==> config.mk <==
export PLATFORM = sky130hd
export DESIGN_NAME = exe_vector_unit
export DESIGN_NICKNAME = d
export VERILOG_FILES = /design/src/rtl/exe_vector_unit.sv
export SDC_FILE = /design/constraint.sdc
export NUM_CORES = 2
export LEC_CHECK = 0
export CAP_MARGIN = 25
export CORE_AREA = 2 2 373 375
export DETAILED_ROUTE_END_ITERATION = 10
export DIE_AREA = 0 0 375 377
export GPL_TIMING_DRIVEN = 0
export PLACE_DENSITY = 0.66
export SETUP_SLACK_MARGIN = 0.02
export SLEW_MARGIN = 20
export SYNTH_ARGS = -nofsm -noshare
export SYNTH_HDL_FRONTEND = slang
export SYNTH_SLANG_ARGS = --single-unit
export TNS_END_PERCENT = 30
==> constraint.sdc <==
create_clock -name clk -period 27.6 [get_ports clk]
set_input_delay 2.76 -clock clk [delete_from_list [all_inputs] [get_ports clk]]
set_output_delay 2.76 -clock clk [all_outputs]
set_load 0.01 [all_outputs]
==> src/rtl/exe_vector_unit.sv <==
// exe_vector_unit
//   Execute stage that sits right after the decode/execute pipeline register.
//   Scalar ALU ops complete in one cycle. Vector reductions (SUM/MAX/MIN over
//   the N_ELEM-entry data vector) fold one element per cycle, and decode is
//   held off through in_ready while a reduction runs.
//
// Ports
//   clk, rst_n              clock (rising edge), synchronous active-low reset
//   in_valid / in_ready     accept handshake with the decode register
//   codigo_alu_in           operation code
//   mux_*_in, write_*_in    control fields, forwarded to the output
//   d_vec_in                packed vector; element i = bits [DATA_W*i +: DATA_W]
//   val_a_in, val_b_in      scalar operands
//   dir_write_in            destination register address
//   out_valid               one-cycle pulse per completed instruction
//   result_out              execute result
//   val_b_out, dir_write_out, mux_*_out
//                           fields forwarded from the accepted instruction
//   write_mem_out, write_reg_out
//                           forwarded write enables, low whenever out_valid is low
module exe_vector_unit #(
  parameter int DATA_W = 32,
  parameter int N_ELEM = 25
) (
  input  logic                     clk,
  input  logic                     rst_n,
  input  logic                     in_valid,
  output logic                     in_ready,
  input  logic [3:0]               codigo_alu_in,
  input  logic [1:0]               mux_result_in,
  input  logic                     mux_dir_write_in,
  input  logic                     mux_dir_mem_in,
  input  logic                     mux_dato_in,
  input  logic                     write_mem_in,
  input  logic                     write_reg_in,
  input  logic [N_ELEM*DATA_W-1:0] d_vec_in,
  input  logic [DATA_W-1:0]        val_a_in,
  input  logic [DATA_W-1:0]        val_b_in,
  input  logic [4:0]               dir_write_in,
  output logic                     out_valid,
  output logic [DATA_W-1:0]        result_out,
  output logic [DATA_W-1:0]        val_b_out,
  output logic [4:0]               dir_write_out,
  output logic [1:0]               mux_result_out,
  output logic                     mux_dir_write_out,
  output logic                     mux_dir_mem_out,
  output logic                     mux_dato_out,
  output logic                     write_mem_out,
  output logic                     write_reg_out
);

  localparam int IDX_W = (N_ELEM > 1) ? $clog2(N_ELEM) : 1;
  localparam logic [IDX_W-1:0] LAST_IDX = IDX_W'(N_ELEM - 1);

  localparam logic [3:0] OP_ADD = 4'd0;
  localparam logic [3:0] OP_SUB = 4'd1;
  localparam logic [3:0] OP_AND = 4'd2;
  localparam logic [3:0] OP_OR  = 4'd3;
  localparam logic [3:0] OP_XOR = 4'd4;
  localparam logic [3:0] OP_SUM = 4'd5;
  localparam logic [3:0] OP_MAX = 4'd6;
  localparam logic [3:0] OP_MIN = 4'd7;
  localparam logic [3:0] OP_SHL = 4'd8;
  localparam logic [3:0] OP_SHR = 4'd9;

  typedef enum logic {IDLE = 1'b0, RUN = 1'b1} state_t;

  function automatic logic is_reduce(input logic [3:0] op);
    return (op == OP_SUM) || (op == OP_MAX) || (op == OP_MIN);
  endfunction

  // Codes above SHR are undefined; they complete but must never write.
  function automatic logic is_legal(input logic [3:0] op);
    return op <= OP_SHR;
  endfunction

  function automatic logic [DATA_W-1:0] scalar_op(input logic [3:0]        op,
                                                  input logic [DATA_W-1:0] a,
                                                  input logic [DATA_W-1:0] b);
    logic [DATA_W-1:0] r;
    r = '0;
    case (op)
      OP_ADD:  r = a + b;
      OP_SUB:  r = a - b;
      OP_AND:  r = a & b;
      OP_OR:   r = a | b;
      OP_XOR:  r = a ^ b;
      OP_SHL:  r = a << b[4:0];
      OP_SHR:  r = a >> b[4:0];
      default: r = '0;
    endcase
    return r;
  endfunction

  function automatic logic [DATA_W-1:0] fold_op(input logic [3:0]        op,
                                                input logic [DATA_W-1:0] acc,
                                                input logic [DATA_W-1:0] d);
    logic [DATA_W-1:0] r;
    case (op)
      OP_MAX:  r = (d > acc) ? d : acc;
      OP_MIN:  r = (d < acc) ? d : acc;
      default: r = acc + d;
    endcase
    return r;
  endfunction

  // MIN seeds with all-ones so the first element always wins.
  function automatic logic [DATA_W-1:0] acc_seed(input logic [3:0] op);
    return (op == OP_MIN) ? {DATA_W{1'b1}} : {DATA_W{1'b0}};
  endfunction

  state_t                     state;
  logic [IDX_W-1:0]           idx;
  logic                       accept;

  logic [3:0]                 op_p0;
  logic [N_ELEM*DATA_W-1:0]   d_vec_p0;
  logic [DATA_W-1:0]          val_b_p0;
  logic [4:0]                 dir_write_p0;
  logic [1:0]                 mux_result_p0;
  logic                       mux_dir_write_p0;
  logic                       mux_dir_mem_p0;
  logic                       mux_dato_p0;
  logic                       write_mem_p0;
  logic                       write_reg_p0;

  logic [DATA_W-1:0]          acc_p1;
  logic [DATA_W-1:0]          elem_p1;
  logic [DATA_W-1:0]          acc_next_p1;

  assign in_ready    = (state == IDLE);
  assign accept      = in_valid && in_ready;
  assign elem_p1     = d_vec_p0[idx*DATA_W +: DATA_W];
  assign acc_next_p1 = fold_op(op_p0, acc_p1, elem_p1);

  // Stage p0: snapshot of the accepted instruction, so later input changes are ignored
  always_ff @(posedge clk) begin
    if (accept) begin
      op_p0            <= codigo_alu_in;
      d_vec_p0         <= d_vec_in;
      val_b_p0         <= val_b_in;
      dir_write_p0     <= dir_write_in;
      mux_result_p0    <= mux_result_in;
      mux_dir_write_p0 <= mux_dir_write_in;
      mux_dir_mem_p0   <= mux_dir_mem_in;
      mux_dato_p0      <= mux_dato_in;
      write_mem_p0     <= write_mem_in;
      write_reg_p0     <= write_reg_in;
    end
  end

  // Stage p1: reduction accumulator, one element folded per RUN cycle
  always_ff @(posedge clk) begin
    if (accept) begin
      acc_p1 <= acc_seed(codigo_alu_in);
    end else if (state == RUN) begin
      acc_p1 <= acc_next_p1;
    end
  end

  // Stage p2: control FSM and the registered output fields
  always_ff @(posedge clk) begin
    if (!rst_n) begin
      state             <= IDLE;
      idx               <= '0;
      out_valid         <= 1'b0;
      result_out        <= '0;
      val_b_out         <= '0;
      dir_write_out     <= '0;
      mux_result_out    <= '0;
      mux_dir_write_out <= 1'b0;
      mux_dir_mem_out   <= 1'b0;
      mux_dato_out      <= 1'b0;
      write_mem_out     <= 1'b0;
      write_reg_out     <= 1'b0;
    end else begin
      out_valid     <= 1'b0;
      write_mem_out <= 1'b0;
      write_reg_out <= 1'b0;
      case (state)
        IDLE: begin
          if (accept) begin
            if (is_reduce(codigo_alu_in)) begin
              state <= RUN;
              idx   <= '0;
            end else begin
              out_valid         <= 1'b1;
              result_out        <= scalar_op(codigo_alu_in, val_a_in, val_b_in);
              val_b_out         <= val_b_in;
              dir_write_out     <= dir_write_in;
              mux_result_out    <= mux_result_in;
              mux_dir_write_out <= mux_dir_write_in;
              mux_dir_mem_out   <= mux_dir_mem_in;
              mux_dato_out      <= mux_dato_in;
              write_mem_out     <= write_mem_in && is_legal(codigo_alu_in);
              write_reg_out     <= write_reg_in && is_legal(codigo_alu_in);
            end
          end
        end
        RUN: begin
          idx <= idx + 1'b1;
          if (idx == LAST_IDX) begin
            state             <= IDLE;
            out_valid         <= 1'b1;
            result_out        <= acc_next_p1;
            val_b_out         <= val_b_p0;
            dir_write_out     <= dir_write_p0;
            mux_result_out    <= mux_result_p0;
            mux_dir_write_out <= mux_dir_write_p0;
            mux_dir_mem_out   <= mux_dir_mem_p0;
            mux_dato_out      <= mux_dato_p0;
            write_mem_out     <= write_mem_p0;
            write_reg_out     <= write_reg_p0;
          end
        end
        default: state <= IDLE;
      endcase
    end
  end

endmodule
# After elaboration in Yosys (flattened, before gate mapping)
# Index checks and enable logic that the tools add are counted.
# W data, S select, Z words.
[classes] n_bitwise=4 n_eq_ne=16 magnitude_cmp=3 n_shift=3 muxes=54 add_sub_neg=4 n_reduce_logical=9
[ops] operator="$shiftx A800 B11 Y32" n=1
[ops] operator="$mux W32" n=11
[ops] operator="$pmux W32 S7" n=1
[ops] operator="$pmux W32 S2" n=3
[ops] operator="$add A32 B32 Y32" n=2
[ops] operator="$and A32 B32 Y32" n=1
[ops] operator="$gt A32 B32 Y1" n=1
[ops] operator="$lt A32 B32 Y1" n=1
[ops] operator="$or A32 B32 Y32" n=1
[ops] operator="$shl A32 B5 Y32" n=1
[ops] operator="$shr A32 B5 Y32" n=1
[ops] operator="$sub A32 B32 Y32" n=1
[ops] operator="$xor A32 B32 Y32" n=1
[ops] operator="$mux W5" n=5
[ops] operator="$eq A4 B3 Y1 const B" n=6
[ops] operator="$mux W1" n=21
[ops] operator="$pmux W5 S2" n=2
[ops] operator="$pmux W1 S2" n=7
[ops] operator="$eq A4 B2 Y1 const B" n=2
[ops] operator="$eq A4 B4 Y1 const B" n=2
[ops] operator="$mux W2" n=3
[ops] operator="$ne A2 B1 Y1 const B" n=3
[ops] operator="$add A5 B1 Y5 const B" n=1
[ops] operator="$eq A5 B5 Y1 const B" n=1
[ops] operator="other kinds (11)" n=14
[word_totals] inputBits=883 wordCells=116 output_inout_bits=78 register_bits=963

# Logic depth before layout (Yosys ltp)
[depth] depth_word=6 mapped_depth=23 mapped_depth_nobuf=18

# Least setup slack after synthesis
# OpenSTA, ideal clock, no wires.
[synth_path] kind="input to register" startpoint="in in_valid" endpoint="reg acc_p1[21], data pin" path_buffers=2 cell_stages=5 slack_ns=-1.391 t_arrival_ns=27.792 required_time_ns=26.401 setup_time_ns=1.199 cell_sequence="nand2_1 > inv_1 > clkbuf_1 > clkbuf_1 > o21ai_0"
[synth_between] elab_chain_cells=2
[synth_lines] element="from (decl)" line_no="27" text="input logic in_valid,"
[synth_lines] element="$logic_and A1 B1 Y1" line_no="132" text="assign accept = in_valid && in_ready;"
[synth_lines] element="net accept" line_no="114" text="logic accept;"
[synth_lines] element="$mux W32" line_no="154" text="if (accept) begin"
[synth_lines] element="to (signal assigned)" line_no="155" text="acc_p1 <= acc_seed(codigo_alu_in);"
[synth_lines] element="to (signal assigned)" line_no="157" text="acc_p1 <= acc_next_p1;"
[synth_lines] element="to (decl)" line_no="127" text="logic [DATA_W-1:0] acc_p1;"
# The timed path passes the listed nets, and every way through them passes these cells.
# A chain may end at the register's enable or synchronous reset.

# Worst setup path after layout
[layout_path] startpoint="in val_b_in[0]" endpoint="reg result_out[26]"
[layout_between] elab_chain_cells=5 elab_cells_between_ends=8 classes_between="add/sub: 2; shift: 2; mux: 4"
[layout_lines] element="from (decl)" line_no="38" text="input logic [DATA_W-1:0] val_b_in,"
[layout_lines] element="$sub A32 B32 Y32, or another cell as far along" line_no="84" text="OP_SUB: r = a - b;"
[layout_lines] element="$pmux W32 S7 *" line_no="82" text="case (op)"
[layout_lines] element="$mux W32 *" line_no="183" text="if (is_reduce(codigo_alu_in)) begin"
[layout_lines] element="$mux W32 *" line_no="182" text="if (accept) begin"
[layout_lines] element="$pmux W32 S2 *" line_no="180" text="case (state)"
[layout_lines] element="to (signal assigned)" line_no="188" text="result_out <= scalar_op(codigo_alu_in, val_a_in, val_b_in);"
[layout_lines] element="to (signal assigned)" line_no="205" text="result_out <= acc_next_p1;"
[layout_lines] element="to (decl)" line_no="41" text="output logic [DATA_W-1:0] result_out,"
# Mark *: on every way between the ends. The rest lies on a longest branch, timed or not. The select of a mux whose other input is x is not followed.

==> impl_metrics.toml <==
[synth]
async_flop_share_pct = 0
yosysSeqAreaShare_pct = 58.7
yosys_warnings = 0
synth_nets = 4410
synthTopCellsByArea = "edfxtp_1 55%, mux4_2 11%, ha_1 4.4%"
synth_ff_type = "edfxtp_1"
synth_top_area_share_pct = 55.3
syn_avg_cell_area_um2 = 14.3
syn-cell-area_um2 = 47800
syn_inst = 3355
ys_ff_latch = 963
yosysUniqueCellTypes = 83
yosysTopAreaCell = "edfxtp_1"
synth_edf_count = 880

[timing]
fin_setup_tns_ps = 0
finalCritPeriodShare_pct = 32.0
holdWs_ps = 481
drv_slew = 0
setup_viol = 0
fin_skew_ps = 94.5
max-slew-margin-rel_pct = 18.5
rsz0062_at_grt = "false"
max_freq_ghz = 0.113
min_period_ps = 8820
worst_slew_pin_slew_ps = 1220
finalHoldViolCount = 0
fin_ws_ps = 18780

[critical_path]
crit_required_ps = 28160
cp.arrival_ps = 9380
start_kind = "input port"
crit_type = "in -> reg"
cp_max_fo = 12
endpoint_kind = "register"

[place]
numPortBuffers = 960
dp_hpwl_um = 180000
placed_area_um2 = 60000
preCtsSetupSlack_ps = 18310
gp_congestion = 1.03

[global_routing]
grt_use_met3_pct = 7.96
grtUsageMet1_pct = 37.2
grt_pass1_vias = 36200
grt_pass1_wl_um = 297000
antenna_found_initial = 96
track_usage_pct = 30.7
gr-total-overflow = 0
grt_busiest_layer = "met2"
grt_max_degree = 101
grt_use_met2_pct = 51.5

[detailed_routing]
dr.first_iter.drc_count = 4223
routed_wl_um = 223000
drt_pre_antenna_iters = 7
vias = 36600
detail-route-antenna-nets = 0
drc = 0
wire_per_inst_um = 35.1
avgViaCountPerCell = 5.75

[layout]
final_nets = 5491
final_cell_mix = "960 x clkdlybuf4s50_1, 880 x edfxtp_1, 240 x mux4_2"
final_area_um2 = 63400
fill_cells = 12200
syn_to_final_growth_pct = 32.7
layout_commonest_cell = "clkdlybuf4s50_1"
drive_above_1_share_pct = 12.6

[floorplanning]
dieWidth_um = 375
start_util_pct = 34.9
placementRows = 136
ios = 961
dieHeight_um = 377
coreArea_um2 = 137000
die-area_um2 = 141000

[cts]
cts_made_buffers = 106
clkTransAtPathRegs_ps = 60
clockBufferDepth = 3
holdBufCountCts = 0
cts_tree = "done"
clk_latency_ps = 780
h-tree-depth = 3
postCtsSetupRepairBufs = 0
cts_root_buf = "clkbuf_16"
cts.repair.resized = 0
cts_sinks = 963

[worst_hold_path]
hold_path_class = "reg -> reg"

[flow_run]
max-cap-violations = 0

[outcome]
status = "finished, final reports clean"

[power]
ir_worst_vdd_v = 0.0000571
powerDensity_nw_per_um2 = 62.6
p_leak_uw = 0.0224
[state kept, by name, indices dropped and copies added (netlist names), 2 cells and up]
name and flops:
mux_result_out 2, val_b_p0 32, dir_write_p0 5, val_b_out 32, mux_result_p0 2, result_out 32, d_vec_p0 800, op_p0 4
acc_p1 32, dir_write_out 5, idx 5
[layer usage]
layer	routed length [um]	part of all wire (%)
met1	83400	37
met2	109000	49
met3	20400	9.1
met4	9730	4.4
met5	300	0.13
[synth_stat cells (71+ instances only)]
cell type  count
nor2_1       172
nand2_1      225
edfxtp_1     880
mux2i_1      122
dfxtp_1       83
o21ai_0      195
mux4_2       240
a21oi_1      155
clkbuf_1     112
ha_1         170
xnor2_1       71
inv_1        145
[layout make-up]
class / instances / area, um2 / area share (%)
plain buffers: 210 / 1010 / 1.59
well taps: 1794 / 2240 / 3.54
flip-flops and latches: 963 / 28100 / 44.3
clock inverters: 48 / 547 / 0.862
multi-input cells: 2035 / 18200 / 28.7
inverters: 147 / 552 / 0.870
repair buffers: 973 / 9910 / 15.6
diodes: 41 / 103 / 0.162
clock buffers: 144 / 2800 / 4.41
[per-stage QoR]
stage / util [%] / total power, uW / std cells
final: 46.3 / 3970 / 6355
after global routing: 46.3 / 4100 / 6345
after CTS: 46.2 / 3970 / 6314
after detailed placement: 43.8 / 2590 / 6122
after global placement: 43.6 / 2640 / 6109
after floorplan: - / 2230 / 3355
[critical path: stages]
cell and delay, ps:
clkdlybuf4s50_1 720, clkbuf_1 310, inv_1 120, buf_2 320, clkbuf_1 850, ha_1 440, nand3b_1 140, nor2_1 190
nand4_1 220, nor4_1 520, nand2_1 130, nand2_1 110, xnor2_1 110, ha_1 300, clkbuf_1 280, nand4_1 180
or2_2 320, o22a_1 180, o31a_1 150, a21oi_1 180, nor3_1 70, o31ai_1 600, o211ai_1 170
[worst paths after layout]
path	from	end	slack, ps	cells after the start
max reg2reg	idx[1]	acc_p1[8]	19730	22
min	result_out[23]	result_out[23]	480	2
min reg2reg	result_out[23]	result_out[23]	480	2
max	val_b_in[0]	result_out[26]	18780	23
[power breakdown]
group / total (uW) / internal [uW] / switching (uW) / leakage, uW
Combinational: 819 / 350 / 468 / 0.0116
Sequential: 1760 / 1710 / 48.8 / 0.00925
Clock: 1390 / 764 / 624 / 0.00159
Total: 3970 / 2830 / 1140 / 0.0224
[cells by family (layout without fill, tap and decap cells)]
| kind of cell | count (synthesis) | count (layout) | share of synthesized area [%] |
|---|---|---|---|
| DFF | 963 | 963 | 58.7 |
| AOI/OAI and AO/OA | 756 | 756 | 10.5 |
| and+or+nand+nor | 600 | 600 | 5.74 |
| muxes | 426 | 426 | 15.7 |
| buffers and inverters | 357 | 1522 | 3.24 |
| adders and majority gates | 172 | 172 | 4.53 |
| xor gates and xnor gates | 81 | 81 | 1.48 |
| other | 0 | 41 | 0 |
Power figures use the tool's default switching activity.
